$ cat src/rtl/sram_controller_pkg.sv
// Shared widths, address-map defaults and FSM encodings for the SRAM controller.
package sram_controller_pkg;

   localparam int unsigned WORD_WIDTH      = 32;
   localparam int unsigned SRAM_DATA_WIDTH = 16;
   localparam int unsigned SRAM_ADDR_BITS  = 18;
   localparam int unsigned SRAM_ADDR_BASE  = 1024;
   localparam int unsigned STATE_WIDTH     = 3;

   typedef enum logic [STATE_WIDTH-1:0] {
      IDLE  = 3'd0,
      RD_LO = 3'd1,
      RD_HI = 3'd2,
      WR_LO = 3'd3,
      WR_HI = 3'd4,
      DONE  = 3'd5
   } state_t;

   function automatic logic is_access_state(input state_t s);
      return (s == RD_LO) || (s == RD_HI) || (s == WR_LO) || (s == WR_HI);
   endfunction

endpackage

$ cat src/rtl/sram_wait_counter.sv
// Per-phase wait-state counter: cleared on state entry, saturates at WAIT_CYCLES-1.
module sram_wait_counter #(
   parameter int unsigned WAIT_CYCLES = 3
) (
   input  logic clk,
   input  logic rst,
   input  logic clear,
   output logic phase_last,
   output logic phase_pre_last
);

   localparam int unsigned CNT_W    = (WAIT_CYCLES > 1) ? $clog2(WAIT_CYCLES) : 1;
   localparam int unsigned LAST     = WAIT_CYCLES - 1;
   localparam int unsigned PRE_LAST = (WAIT_CYCLES >= 2) ? WAIT_CYCLES - 2 : 0;
   localparam logic        HAS_PRE  = (WAIT_CYCLES >= 2);

   logic [CNT_W-1:0] cnt;

   always_ff @(posedge clk or posedge rst) begin
      if (rst)
         cnt <= '0;
      else if (clear)
         cnt <= '0;
      else if (!phase_last)
         cnt <= cnt + CNT_W'(1);
   end

   assign phase_last     = (cnt == CNT_W'(LAST));
   // Next cycle will be the last of the phase (only meaningful for WAIT_CYCLES >= 2)
   assign phase_pre_last = HAS_PRE && (cnt == CNT_W'(PRE_LAST));

endmodule

$ cat src/rtl/sram_controller.sv
// Splits 32-bit memory-stage requests into two 16-bit async-SRAM accesses with wait states,
// holding the pipeline via ready until the access completes.
module sram_controller
   import sram_controller_pkg::*;
#(
   parameter int unsigned WAIT_CYCLES     = 3,
   parameter int unsigned ADDR_BASE       = SRAM_ADDR_BASE,
   parameter int unsigned SRAM_ADDR_WIDTH = SRAM_ADDR_BITS
) (
   input  logic                       clk,
   input  logic                       rst,
   input  logic                       mem_read,
   input  logic                       mem_write,
   input  logic [WORD_WIDTH-1:0]      address,
   input  logic [WORD_WIDTH-1:0]      wdata,
   output logic [WORD_WIDTH-1:0]      rdata,
   output logic                       ready,
   output logic [SRAM_ADDR_WIDTH-1:0] sram_addr,
   output logic [SRAM_DATA_WIDTH-1:0] sram_dq_out,
   output logic                       sram_dq_oe,
   input  logic [SRAM_DATA_WIDTH-1:0] sram_dq_in,
   output logic                       sram_we_n
);

   localparam int unsigned IDX_W = SRAM_ADDR_WIDTH - 1;
   localparam logic        SINGLE_CYCLE_PHASE = (WAIT_CYCLES == 1);

   state_t                     state, state_next;
   logic                       phase_enter;
   logic                       phase_last, phase_pre_last;
   logic [IDX_W-1:0]           idx_in, idx_q, idx_next;
   logic [SRAM_DATA_WIDTH-1:0] wdata_hi_q, wdata_hi_next;
   logic [WORD_WIDTH-1:0]      rdata_next;
   logic [SRAM_ADDR_WIDTH-1:0] sram_addr_next;
   logic [SRAM_DATA_WIDTH-1:0] sram_dq_out_next;
   logic                       sram_dq_oe_next, sram_we_n_next;

   // Word index relative to the SRAM window; subtraction wraps, result truncated
   assign idx_in = IDX_W'((address - WORD_WIDTH'(ADDR_BASE)) >> 2);

   assign phase_enter = (state_next != state);

   sram_wait_counter #(
      .WAIT_CYCLES (WAIT_CYCLES)
   ) u_wait (
      .clk            (clk),
      .rst            (rst),
      .clear          (phase_enter),
      .phase_last     (phase_last),
      .phase_pre_last (phase_pre_last)
   );

   assign ready = rst || (state == DONE) || ((state == IDLE) && !mem_read && !mem_write);

   // Next state plus the SRAM-side values for the state about to be entered
   always_comb begin
      state_next       = state;
      idx_next         = idx_q;
      wdata_hi_next    = wdata_hi_q;
      rdata_next       = rdata;
      sram_addr_next   = sram_addr;
      sram_dq_out_next = sram_dq_out;
      sram_dq_oe_next  = 1'b0;
      sram_we_n_next   = 1'b1;

      case (state)
         IDLE: begin
            if (mem_write) begin
               state_next    = WR_LO;
               idx_next      = idx_in;
               wdata_hi_next = wdata[WORD_WIDTH-1:SRAM_DATA_WIDTH];
            end else if (mem_read) begin
               state_next = RD_LO;
               idx_next   = idx_in;
            end
         end
         RD_LO: if (phase_last) begin
            rdata_next[SRAM_DATA_WIDTH-1:0] = sram_dq_in;
            state_next = RD_HI;
         end
         RD_HI: if (phase_last) begin
            rdata_next[WORD_WIDTH-1:SRAM_DATA_WIDTH] = sram_dq_in;
            state_next = DONE;
         end
         WR_LO:   if (phase_last) state_next = WR_HI;
         WR_HI:   if (phase_last) state_next = DONE;
         DONE:    state_next = IDLE;
         default: state_next = IDLE;
      endcase

      // WE rises on the final cycle of each write phase so data holds past the edge
      case (state_next)
         RD_LO: sram_addr_next = {idx_next, 1'b0};
         RD_HI: sram_addr_next = {idx_next, 1'b1};
         WR_LO: begin
            sram_addr_next  = {idx_next, 1'b0};
            sram_dq_oe_next = 1'b1;
            sram_we_n_next  = phase_enter ? SINGLE_CYCLE_PHASE : phase_pre_last;
            if (phase_enter)
               sram_dq_out_next = wdata[SRAM_DATA_WIDTH-1:0];
         end
         WR_HI: begin
            sram_addr_next   = {idx_next, 1'b1};
            sram_dq_oe_next  = 1'b1;
            sram_we_n_next   = phase_enter ? SINGLE_CYCLE_PHASE : phase_pre_last;
            sram_dq_out_next = wdata_hi_next;
         end
         default: ;
      endcase
   end

   always_ff @(posedge clk or posedge rst) begin
      if (rst) begin
         state       <= IDLE;
         idx_q       <= '0;
         wdata_hi_q  <= '0;
         rdata       <= '0;
         sram_addr   <= '0;
         sram_dq_out <= '0;
         sram_dq_oe  <= 1'b0;
         sram_we_n   <= 1'b1;
      end else begin
         state       <= state_next;
         idx_q       <= idx_next;
         wdata_hi_q  <= wdata_hi_next;
         rdata       <= rdata_next;
         sram_addr   <= sram_addr_next;
         sram_dq_out <= sram_dq_out_next;
         sram_dq_oe  <= sram_dq_oe_next;
         sram_we_n   <= sram_we_n_next;
      end
   end

endmodule

$ cat config.mk
export PLATFORM = sky130hd
export DESIGN_NAME = sram_controller
export DESIGN_NICKNAME = d
export VERILOG_FILES = /design/src/rtl/sram_controller_pkg.sv /design/src/rtl/sram_wait_counter.sv /design/src/rtl/sram_controller.sv
export SDC_FILE = /design/constraint.sdc
export NUM_CORES = 1
export LEC_CHECK = 0
export ABC_AREA = 1
export CAP_MARGIN = 20
export CORE_ASPECT_RATIO = 0.8
export CORE_MARGIN = 4
export CORE_UTILIZATION = 50
export CTS_CLUSTER_DIAMETER = 100
export DETAILED_ROUTE_END_ITERATION = 10
export GPL_TIMING_DRIVEN = 0
export PLACE_DENSITY = 0.85
export SYNTH_ARGS = -nofsm -noshare
export SYNTH_HDL_FRONTEND = slang
export SYNTH_HIERARCHICAL = 1
export SYNTH_SLANG_ARGS = --single-unit
$ cat constraint.sdc
create_clock -name clk -period 9.7 [get_ports clk]
set_clock_uncertainty 0.05 [all_clocks]
set_input_delay 1.455 -clock clk [delete_from_list [all_inputs] [get_ports clk]]
set_output_delay 1.455 -clock clk [all_outputs]
set_load 0.01 [all_outputs]
==> impl_metrics.env <==
export IMPL_synth_fa_ha_area_share_pct=0.780
export IMPL_required_ns=8.20
export IMPL_cts_resized=0
export IMPL_r2r_cells=10
export IMPL_grt_pass1_vias=4164
export IMPL_synth_cell_types=28
export IMPL_synthMuxAreaShare_pct=0
export IMPL_min_delay_path_depth=2
export IMPL_netlist_instances=572
export IMPL_max_cap_violations=0
export IMPL_cts_root_buf="clkbuf_16"
export IMPL_post_cts_buffers=0
export IMPL_critPathLaunch="rst"
export IMPL_setup_worst_path_end_class="primary output"
export IMPL_synthFlopType="dfrtp_1"
export IMPL_synth_xor_area_share_pct=0.546
export IMPL_dr_pass1_iters=5
export IMPL_arrival_ns=3.23
export IMPL_dieArea_um2=11300
export IMPL_gp_congestion=0.870
export IMPL_viasPerCell=5.03
export IMPL_hp_start="idx_q[6]"
export IMPL_fmax_ghz=0.211
export IMPL_wirelength_um=12300
export IMPL_setup_tns_ns=0
export IMPL_seq_area_frac_synth_pct=55.2
export IMPL_hold_path_class="flop to flop"
export IMPL_finalSetupViolCount=0
export IMPL_fin_crit_ns=4.74
export IMPL_p_per_area_nw_per_um2=334
export IMPL_antenna_found_initial=0
export IMPL_vias=4227
export IMPL_die_w_um=118
export IMPL_drtIter0Drc=276
export IMPL_slew_headroom_pct=54.7
export IMPL_maxSlewViolCount=0
export IMPL_fillers=700
export IMPL_ant_nets=0
export IMPL_ys_warn_count=6
export IMPL_hold_viol=0
export IMPL_synth_area_um2=4810
export IMPL_overflow=0
export IMPL_clock_sinks=106
export IMPL_std_cell_rows=31
export IMPL_grt_util_all_layers_pct=22.6
export IMPL_io_pins=153
export IMPL_wl_per_cell_um=14.6
export IMPL_h_tree_depth=3
export IMPL_drive_above_1_share_pct=8.82
export IMPL_r2r_start="u_wait/cnt[0]"
export IMPL_clock_path_buffers=2
export IMPL_worstMarginPinSlew_ns=0.679
export IMPL_synth_top_area_share_pct=54.6
export IMPL_critPathKind="primary input to primary output"
export IMPL_final_period_utilization_pct=48.8
export IMPL_syn_to_final_growth_pct=37.8
export IMPL_coreArea_um2=9230
export IMPL_diodes=0
export IMPL_cts_tree="done"
export IMPL_rsz0062_at_grt="no"
export IMPL_synth_compound_area_share_pct=6.69
export IMPL_hpwl_um=9030
export IMPL_drc=0
export IMPL_synth_edf_count=0
export IMPL_dieHeight_um=95.7
export IMPL_start_util_pct=52.1
export IMPL_synth_top_cell_by_area="dfrtp_1"
export IMPL_irDropWorstVdd_v=0.000150
export IMPL_synth_simple_area_share_pct=27.3
export IMPL_syn_nets=659
export IMPL_synth_top_family_by_area="simple AND/OR/NAND/NOR gates"
export IMPL_p_total_mw=2.21
export IMPL_avgSynthCellArea_um2=8.41
export IMPL_synth_seq_cells=106
export IMPL_synth_area_top_cells="dfrtp_1 (55%), nand2_1 (14%), inv_1 (6.7%)"
export IMPL_grt_max_degree=54
export IMPL_clkTransAtPathRegs_ns=0.07
export IMPL_critPathLaunchType="primary input"
export IMPL_insertion_delay_ns=0.34
export IMPL_nets=808
export IMPL_numCtsBuffers=9
export IMPL_synth_common_cells="nand2_1 (184), dfrtp_1 (105), inv_1 (86)"
export IMPL_hold_buffers=0
export IMPL_grt_pass1_wl_um=20700
export IMPL_outcome="finished, final reports clean"
export IMPL_async_reset_ff_share_pct=100
export IMPL_cp_max_fo=53
export IMPL_synth_most_common_cell="nand2_1"
export IMPL_portBuffers=137
export IMPL_leakage_nw=3.36
==> flip-flops by register name (all words and copies together), names as in the netlist <==
| signal | count |
|---|---|
| sram_we_n | 1 |
| rdata | 32 |
| sram_dq_oe | 1 |
| wdata_hi_q | 16 |
| idx_q | 17 |
| sram_addr | 18 |
| u_wait/cnt | 2 |
| sram_dq_out | 16 |
| state | 3 |
==> area by class of cell <==
| class | count | area, um2 | share of cell area [%] |
|---|---|---|---|
| well taps | 115 | 144 | 2.17 |
| clock buffers | 11 | 233 | 3.51 |
| flip-flops and latches | 106 | 2650 | 40.0 |
| clock inverters | 5 | 38.8 | 0.585 |
| repair buffers | 138 | 1400 | 21.1 |
| plain buffers | 20 | 111 | 1.68 |
| inverters | 91 | 347 | 5.23 |
| multi-input cells | 355 | 1700 | 25.7 |
==> routing by layer <==
| layer | part of all wire (%) | up-vias | wire length [um] | global-route usage, % |
|---|---|---|---|---|
| met5 | 0 | - | 0 | 0 |
| met4 | 0.47 | 0 | 58 | 3.90 |
| met1 | 43 | 2021 | 5280 | 30.5 |
| met2 | 51 | 140 | 6200 | 38.0 |
| met3 | 5.8 | 8 | 708 | 5.93 |
| li1 | - | 2058 | - | - |
==> cell families (layout without fill, tap and decap cells) <==
logic type	after synthesis	in the layout
xor+xnor	3	3
fa+ha+maj	3	3
buf+inv	111	265
simple gates	288	288
flops	106	106
compound gates	61	61
==> critical path, cell delays in order <==
cell and delay, ns:
clkdlybuf4s50_1 0.47, inv_4 0.52, o211ai_1 0.20, clkdlybuf4s50_1 0.56
==> where the power goes <==
group	internal, mW	switching, mW	leakage, nW
combinational	0.491	0.602	1.97
sequential	0.664	0.114	1.26
clock	0.176	0.162	0.131
total	1.33	0.878	3.36
==> final timing paths <==
kind	endpoint	slack, ns
setup / recovery	ready	4.96
hold / removal	idx_q[6]	0.43
setup reg to reg	sram_addr[8]	7.55
hold reg to reg	idx_q[6]	0.43
max in group asynchronous	idx_q[1]	7.35
min in group asynchronous	u_wait/cnt[0]	1.32
==> cells in the final DEF, fill, tap and decap left out, types with 2 or more instances in the layout <==
cell / instances
inv_2: 4
o21ai_0: 56
nor2_2: 2
inv_6: 2
clkdlybuf4s50_1: 137
buf_6: 3
a21oi_1: 2
xor2_1: 2
nand3_2: 3
clkbuf_1: 10
nor2_4: 4
nand3_1: 64
clkbuf_16: 9
buf_2: 8
nand2_1: 184
nand2_2: 14
inv_4: 2
nand3_4: 3
nor2_1: 10
ha_1: 3
inv_1: 85
dfrtp_1: 105
or2_2: 2
==> stage by stage <==
step                setup slack, ns  hold WS (ns)  area [um2]  utilization, %  std cells
global route                   4.79         0.458        6630            71.8        841
finish                         4.96         0.427        6630            71.8        841
CTS                            4.90         0.430        6630            71.8        841
detailed placement             4.93         0.413        6350            68.8        825
global placement               2.49         0.411        6320            68.5        824
floorplan                      4.11         0.395        4810               -        572
Power figures use the tool's default switching activity.
